$ cat config.mk
export PLATFORM = sky130hd
export DESIGN_NAME = ft600_wb_echo_master
export DESIGN_NICKNAME = d
export VERILOG_FILES = /design/src/rtl/ft600_wb_echo_master.sv
export SDC_FILE = /design/constraint.sdc
export NUM_CORES = 1
export LEC_CHECK = 0
export ABC_CLOCK_PERIOD_IN_PS = 5200
export BUFFER_PORTS_ARGS = -buffer_cell sky130_fd_sc_hd__buf_2
export CAP_MARGIN = 40
export CORE_MARGIN = 4
export CORE_UTILIZATION = 55
export CTS_BUF_LIST = sky130_fd_sc_hd__clkbuf_8
export CTS_CLUSTER_SIZE = 40
export DETAILED_ROUTE_END_ITERATION = 12
export GPL_ROUTABILITY_DRIVEN = 0
export PLACE_DENSITY = 0.73
export SETUP_SLACK_MARGIN = 0.05
export SLEW_MARGIN = 20
export SYNTH_ARGS = -nofsm -noshare
export SYNTH_HDL_FRONTEND = slang
export SYNTH_SLANG_ARGS = --single-unit
$ cat constraint.sdc
create_clock -name clk -period 5.2 [get_ports clk]
set_input_delay 0.52 -clock clk [delete_from_list [all_inputs] [get_ports clk]]
set_output_delay 0.52 -clock clk [all_outputs]
set_load 0.02 [all_outputs]
$ cat src/rtl/ft600_wb_echo_master.sv
// Wishbone echo master: polls FT600 status, pops RX words into a local FIFO and writes them back to TX.
// Two cycles per transaction with a combinational ack; stalls on wb_ack_i and aborts after ACK_TIMEOUT cycles.
module ft600_wb_echo_master #(
   parameter int ADDR_W      = 2,
   parameter int FIFO_DEPTH  = 16,
   parameter int POLL_GAP    = 8,
   parameter int ACK_TIMEOUT = 255
) (
   input  logic                          clk,
   input  logic                          rst,
   input  logic                          enable,
   input  logic                          err_clr,
   output logic                          wb_cyc_o,
   output logic                          wb_stb_o,
   output logic                          wb_we_o,
   output logic [ADDR_W-1:0]             wb_addr_o,
   output logic [31:0]                   wb_dat_o,
   input  logic [31:0]                   wb_dat_i,
   input  logic                          wb_ack_i,
   output logic [$clog2(FIFO_DEPTH):0]   fifo_level,
   output logic [31:0]                   rx_count,
   output logic [31:0]                   tx_count,
   output logic                          busy,
   output logic                          err_timeout
);
   localparam int AW = $clog2(FIFO_DEPTH);
   localparam int LW = AW + 1;
   localparam int TW = $clog2(ACK_TIMEOUT + 1);
   localparam int GW = (POLL_GAP < 2) ? 1 : $clog2(POLL_GAP);
   localparam logic [LW-1:0]     FULL_LVL = LW'(FIFO_DEPTH);
   localparam logic [TW-1:0]     TO_LAST  = TW'(ACK_TIMEOUT - 1);
   localparam logic [GW-1:0]     GAP_LAST = GW'((POLL_GAP == 0) ? 0 : POLL_GAP - 1);
   localparam logic [ADDR_W-1:0] A_STAT   = ADDR_W'(0);
   localparam logic [ADDR_W-1:0] A_TX     = ADDR_W'(1);
   localparam logic [ADDR_W-1:0] A_POP    = ADDR_W'(2);

   typedef enum logic [2:0] {IDLE, STAT, POP, PUSH, GAP} state_t;

   state_t        state;
   logic [15:0]   mem [FIFO_DEPTH];
   logic [AW-1:0] wr_ptr;
   logic [AW-1:0] rd_ptr;
   logic [15:0]   rx_word_q;
   logic [TW-1:0] tmr;
   logic [GW-1:0] gap_cnt;
   logic          fifo_empty;
   logic          fifo_full;
   logic          pop_done;
   logic          unused_stat;

   assign fifo_empty  = (fifo_level == '0);
   assign fifo_full   = (fifo_level == FULL_LVL);
   assign pop_done    = (state == POP) && wb_cyc_o && wb_ack_i;
   assign busy        = wb_cyc_o || !fifo_empty;
   assign unused_stat = ^wb_dat_i[31:18];

   always_ff @(posedge clk) begin
      if (rst) begin
         state       <= IDLE;
         wb_cyc_o    <= 1'b0;
         wb_stb_o    <= 1'b0;
         wb_we_o     <= 1'b0;
         wb_addr_o   <= '0;
         wb_dat_o    <= '0;
         wr_ptr      <= '0;
         rd_ptr      <= '0;
         fifo_level  <= '0;
         rx_count    <= '0;
         tx_count    <= '0;
         err_timeout <= 1'b0;
         rx_word_q   <= '0;
         tmr         <= '0;
         gap_cnt     <= '0;
      end else begin
         if (err_clr) err_timeout <= 1'b0;
         case (state)
            IDLE: if (enable) state <= STAT;
            STAT, POP, PUSH: begin
               if (!wb_cyc_o) begin
                  wb_cyc_o  <= 1'b1;
                  wb_stb_o  <= 1'b1;
                  tmr       <= '0;
                  wb_we_o   <= (state != STAT);
                  wb_addr_o <= (state == STAT) ? A_STAT : (state == POP) ? A_POP : A_TX;
                  wb_dat_o  <= (state == PUSH) ? {16'h0, mem[rd_ptr]} : 32'h0;
               end else if (wb_ack_i) begin
                  wb_cyc_o  <= 1'b0;
                  wb_stb_o  <= 1'b0;
                  wb_we_o   <= 1'b0;
                  wb_addr_o <= '0;
                  wb_dat_o  <= '0;
                  state     <= enable ? STAT : IDLE;
                  if (state == STAT) begin
                     // The RX word is captured here; the later POP write only frees the slave entry.
                     rx_word_q <= wb_dat_i[15:0];
                     if (!enable) begin
                        state <= IDLE;
                     end else if (!fifo_empty && !wb_dat_i[17]) begin
                        state <= PUSH;
                     end else if (wb_dat_i[16] && !fifo_full) begin
                        state <= POP;
                     end else begin
                        state   <= GAP;
                        gap_cnt <= '0;
                     end
                  end else if (state == POP) begin
                     wr_ptr     <= wr_ptr + AW'(1);
                     fifo_level <= fifo_level + LW'(1);
                     rx_count   <= rx_count + 32'd1;
                  end else begin
                     rd_ptr     <= rd_ptr + AW'(1);
                     fifo_level <= fifo_level - LW'(1);
                     tx_count   <= tx_count + 32'd1;
                  end
               end else if (tmr == TO_LAST) begin
                  wb_cyc_o    <= 1'b0;
                  wb_stb_o    <= 1'b0;
                  wb_we_o     <= 1'b0;
                  wb_addr_o   <= '0;
                  wb_dat_o    <= '0;
                  err_timeout <= 1'b1;
                  state       <= IDLE;
               end else begin
                  tmr <= tmr + TW'(1);
               end
            end
            GAP: begin
               if (gap_cnt == GAP_LAST) state <= enable ? STAT : IDLE;
               else gap_cnt <= gap_cnt + GW'(1);
            end
            default: state <= IDLE;
         endcase
      end
   end

   always_ff @(posedge clk) begin
      if (pop_done) mem[wr_ptr] <= rx_word_q;
   end
endmodule

==> metrics.txt <==
status finished, final reports clean; width of the chip 177 um; buffer count from post-CTS setup fixing 0; count of nets left with antenna violations after detail routing 0; Clock Skews 0.0226 ns; flops & latches, synth 389; routed length on met1 14000 um; CP Data Required Time 5.45 ns; max-cap viol count 0; crit path DAT 3.02 ns; global routing usage summed across all routing layers 0.212; total negative slack 0 ns; worst supply voltage drop on vdd 0.233 mV; final number of hold-violating endpoints 0; clock sink total 389; effective utilization at floorplan 0.561; register share of total power 0.541; Ant. Diodes 0; Worst path max stage delay 0.62 ns; largest net degree at the start of global routing 83; clk_lat worst skew 0.59 ns; Core Footprint 27900 um^2; TritonCTS buffer count 58; post-synthesis instance area 15700 um^2; # hold bufs at CTS 0; sw power 0.00123 W; top layer reached by signal wires met5; Slowest cell on crit path sky130_fd_sc_hd__dfxtp_1; remaining global-route overflow 0; switching part of the total 0.203; register clock-pin slew on the reported worst setup and hold paths 0.07 ns; transition time at the pin with the least slew margin 0.855 ns; number of nets in the layout 1367; total DRC errors in the routed layout 0; syn avg cell area 13.5 um^2; capturing element type of the critical path register; library cell with the largest summed area after synthesis sky130_fd_sc_hd__edfxtp_1; number of antenna violations at the first check in global routing 1; drt wl/cell 18.9 um; Comb pwr share 0.014; met2 WL 16100 um; min cycle time layout 2.77 ns; average vias per placed instance 5.53; detailed route wirelength on metal3 2280 um; most used standard cells in the synthesized netlist sky130_fd_sc_hd__edfxtp_1 (256), sky130_fd_sc_hd__dfxtp_1 (133), sky130_fd_sc_hd__nor2_1 (123), sky130_fd_sc_hd__nand2_1 (86), sky130_fd_sc_hd__mux2i_1 (70); Max Clk Rate 360 MHz; layout overhead on the synthesized area 15.1%; share of the yosys chip area belonging to registers 0.661; Synth top area share 0.491; Worst Path Class, Setup reg2reg; CTS max path bufs 3; height of the chip 177 um; first-pass GRT wire length 52400 um; Placement Setup Slack 1.73 ns; Rows 61; Yosys warnings 0; count of TritonRoute iterations in the first routing pass 5; unrepaired setup endpoints after global routing no; area of the die 31200 um^2; fraction of layout cells with a size suffix above 1 0.218; Finish-stage setup viols 0; vias after detailed routing 9627; post-synthesis instance total 1163; crit-path most repeated cell sky130_fd_sc_hd__buf_4; total of cells resized after clock tree synthesis 0; number of port buffers 114; most used flip-flop cell after synthesis sky130_fd_sc_hd__edfxtp_1; total wirelength of the detailed-routed design 33000 um; ratio of total power to cell area 337 nW/um^2; type of element launching the critical path register; clock group share of total power 0.446; LEAKAGE 5.96 nW; sum of net half-perimeters after detailed placement 20400 um; relative max-transition margin 0.430; internal power contribution 0.00484 W; launch point of the critical path wb_cyc_o; I/O pin total 145; number of distinct library cells after synthesis 57; cell types with the largest area share after synthesis sky130_fd_sc_hd__edfxtp_1 (49%), sky130_fd_sc_hd__dfxtp_1 (17%), sky130_fd_sc_hd__mux4_2 (4.6%), sky130_fd_sc_hd__mux2i_1 (4.5%), sky130_fd_sc_hd__nor2_1 (2.9%); number of enable flip-flop cells after synthesis 256; number of DRC violations after detailed-routing iteration 0 678; CTS tree yes; launching point of the worst reg2reg path wb_cyc_o; fin worst setup slack 2.43 ns; CP cell instances nand4b_1 > buf_4 > nor2_1 > buf_4 > nand2_1 > nor2_1 > buf_4; Pins Over Slew Limit 0; count of H-tree levels built during CTS 2; launch point of the worst hold path wb_dat_i[3]; share of the clock period used by the worst path 0.534; leading cell type by number of instances after synthesis sky130_fd_sc_hd__edfxtp_1; type of the most critical hold path in2reg; CTS root buffer sky130_fd_sc_hd__clkbuf_8; peak fanout along the critical path 16; share of synthesized flip-flops with an asynchronous set or reset 0; number of global-route vias before repair 9610
[through the flow]
stage	utilization	std cells	cell area [um^2]	power, W	hold WS (ns)
6_report	0.645	1742	18000	0.00607	0.169
5_1_grt	0.645	1742	18000	0.00628	0.136
4_1_cts	0.643	1737	18000	0.00611	0.133
3_5_place_dp	0.597	1628	16700	0.00343	0.455
3_3_place_gp	0.594	1623	16600	0.00343	0.446
2_1_floorplan	-	1178	15700	0.00341	0.467
[worst paths after layout]
check	end	slack (ns)	cells after the start
max	mem[15][2]	2.43	7
min	rx_word_q[3]	0.17	3
max reg2reg	mem[15][2]	2.43	7
min reg2reg	wb_dat_o[14]	0.47	2
[logic make-up (layout without fill, tap and decap cells)]
kind of cell             after synthesis  after routing  share of synthesized area
AND/OR/NAND/NOR                      384            384                      0.118
other                                  1             16                   0.000239
multiplexers                         104            104                     0.0922
buffers and inverters                 94            280                     0.0311
adder cells (fa/ha/maj)               15             15                     0.0125
flip-flops                           389            389                      0.661
AO/OA/AOI/OAI                        103            103                     0.0441
XOR/XNOR                              73             73                     0.0408
[area by class of cell]
| class | instances | area [um^2] |
|---|---|---|
| tap | 378 | 473 |
| timing repair buffer | 150 | 890 |
| fill | 2103 | 9910 |
| clock buffer | 68 | 936 |
| multi-input combinational | 695 | 4920 |
| clock inverter | 41 | 369 |
| sequential | 389 | 10400 |
| inverter | 21 | 78.8 |
[critical path, delay by kind of cell (launching register included)]
kind / cells / cell delay [ns]
flops: 1 / 0.62
simple gates: 4 / 1.00
buf+inv: 3 / 0.80
[metal layers]
| metal | vias to the layer above | global-route usage |
|---|---|---|
| met5 | - | 0 |
| li1 | 4577 | - |
| met4 | 2 | 0.0516 |
| met1 | 4691 | 0.291 |
| met2 | 304 | 0.350 |
| met3 | 53 | 0.0444 |
[sequential cells by signal, indices dropped and copies added (netlist names), named ones only]
signal and flops:
mem 256, wb_we_o 1, tx_count 32, rd_ptr 4
gap_cnt 3, wb_cyc_o 1, err_timeout 1, state 3
fifo_level 5, tmr 8, wb_stb_o 1, wb_addr_o 2
rx_count 32, wb_dat_o 16, wr_ptr 4, rx_word_q 16
[placed cells by master (no fill, tap or decap), types with 3 or more instances in the layout]
cell	instances
sky130_fd_sc_hd__edfxtp_1	256
sky130_fd_sc_hd__dfxtp_1	131
sky130_fd_sc_hd__nor2_1	122
sky130_fd_sc_hd__buf_2	114
sky130_fd_sc_hd__nand2_1	86
sky130_fd_sc_hd__mux2i_1	70
sky130_fd_sc_hd__clkbuf_8	68
sky130_fd_sc_hd__nand3_1	58
sky130_fd_sc_hd__a22oi_1	49
sky130_fd_sc_hd__xnor2_1	42
sky130_fd_sc_hd__a21oi_1	34
sky130_fd_sc_hd__mux4_2	32
sky130_fd_sc_hd__xor2_1	31
sky130_fd_sc_hd__buf_4	30
sky130_fd_sc_hd__inv_1	29
sky130_fd_sc_hd__nand4_1	24
sky130_fd_sc_hd__conb_1	16
sky130_fd_sc_hd__nor3_1	15
sky130_fd_sc_hd__ha_1	14
sky130_fd_sc_hd__and3_1	13
sky130_fd_sc_hd__nor4_1	12
sky130_fd_sc_hd__clkinv_2	12
sky130_fd_sc_hd__clkinv_1	10
sky130_fd_sc_hd__and4_1	9
sky130_fd_sc_hd__bufinv_16	7
sky130_fd_sc_hd__nor3_2	5
sky130_fd_sc_hd__and2_1	5
sky130_fd_sc_hd__o21ai_0	5
sky130_fd_sc_hd__nand2b_1	4
sky130_fd_sc_hd__or3_1	4
sky130_fd_sc_hd__nor2b_1	4
sky130_fd_sc_hd__nand4b_1	3
sky130_fd_sc_hd__clkinvlp_4	3
[power groups by stage]
stage	Sequential (W)	Combinational, W	Clock (W)
after floorplan	0.00334	0.0000660	0
after global placement	0.00335	0.0000787	0
after CTS	0.00328	0.0000796	0.00275
after global routing	0.00328	0.0000919	0.00291
after detailed placement	0.00335	0.0000791	0
final	0.00328	0.0000831	0.00270
(Power assumes the default switching activity.)
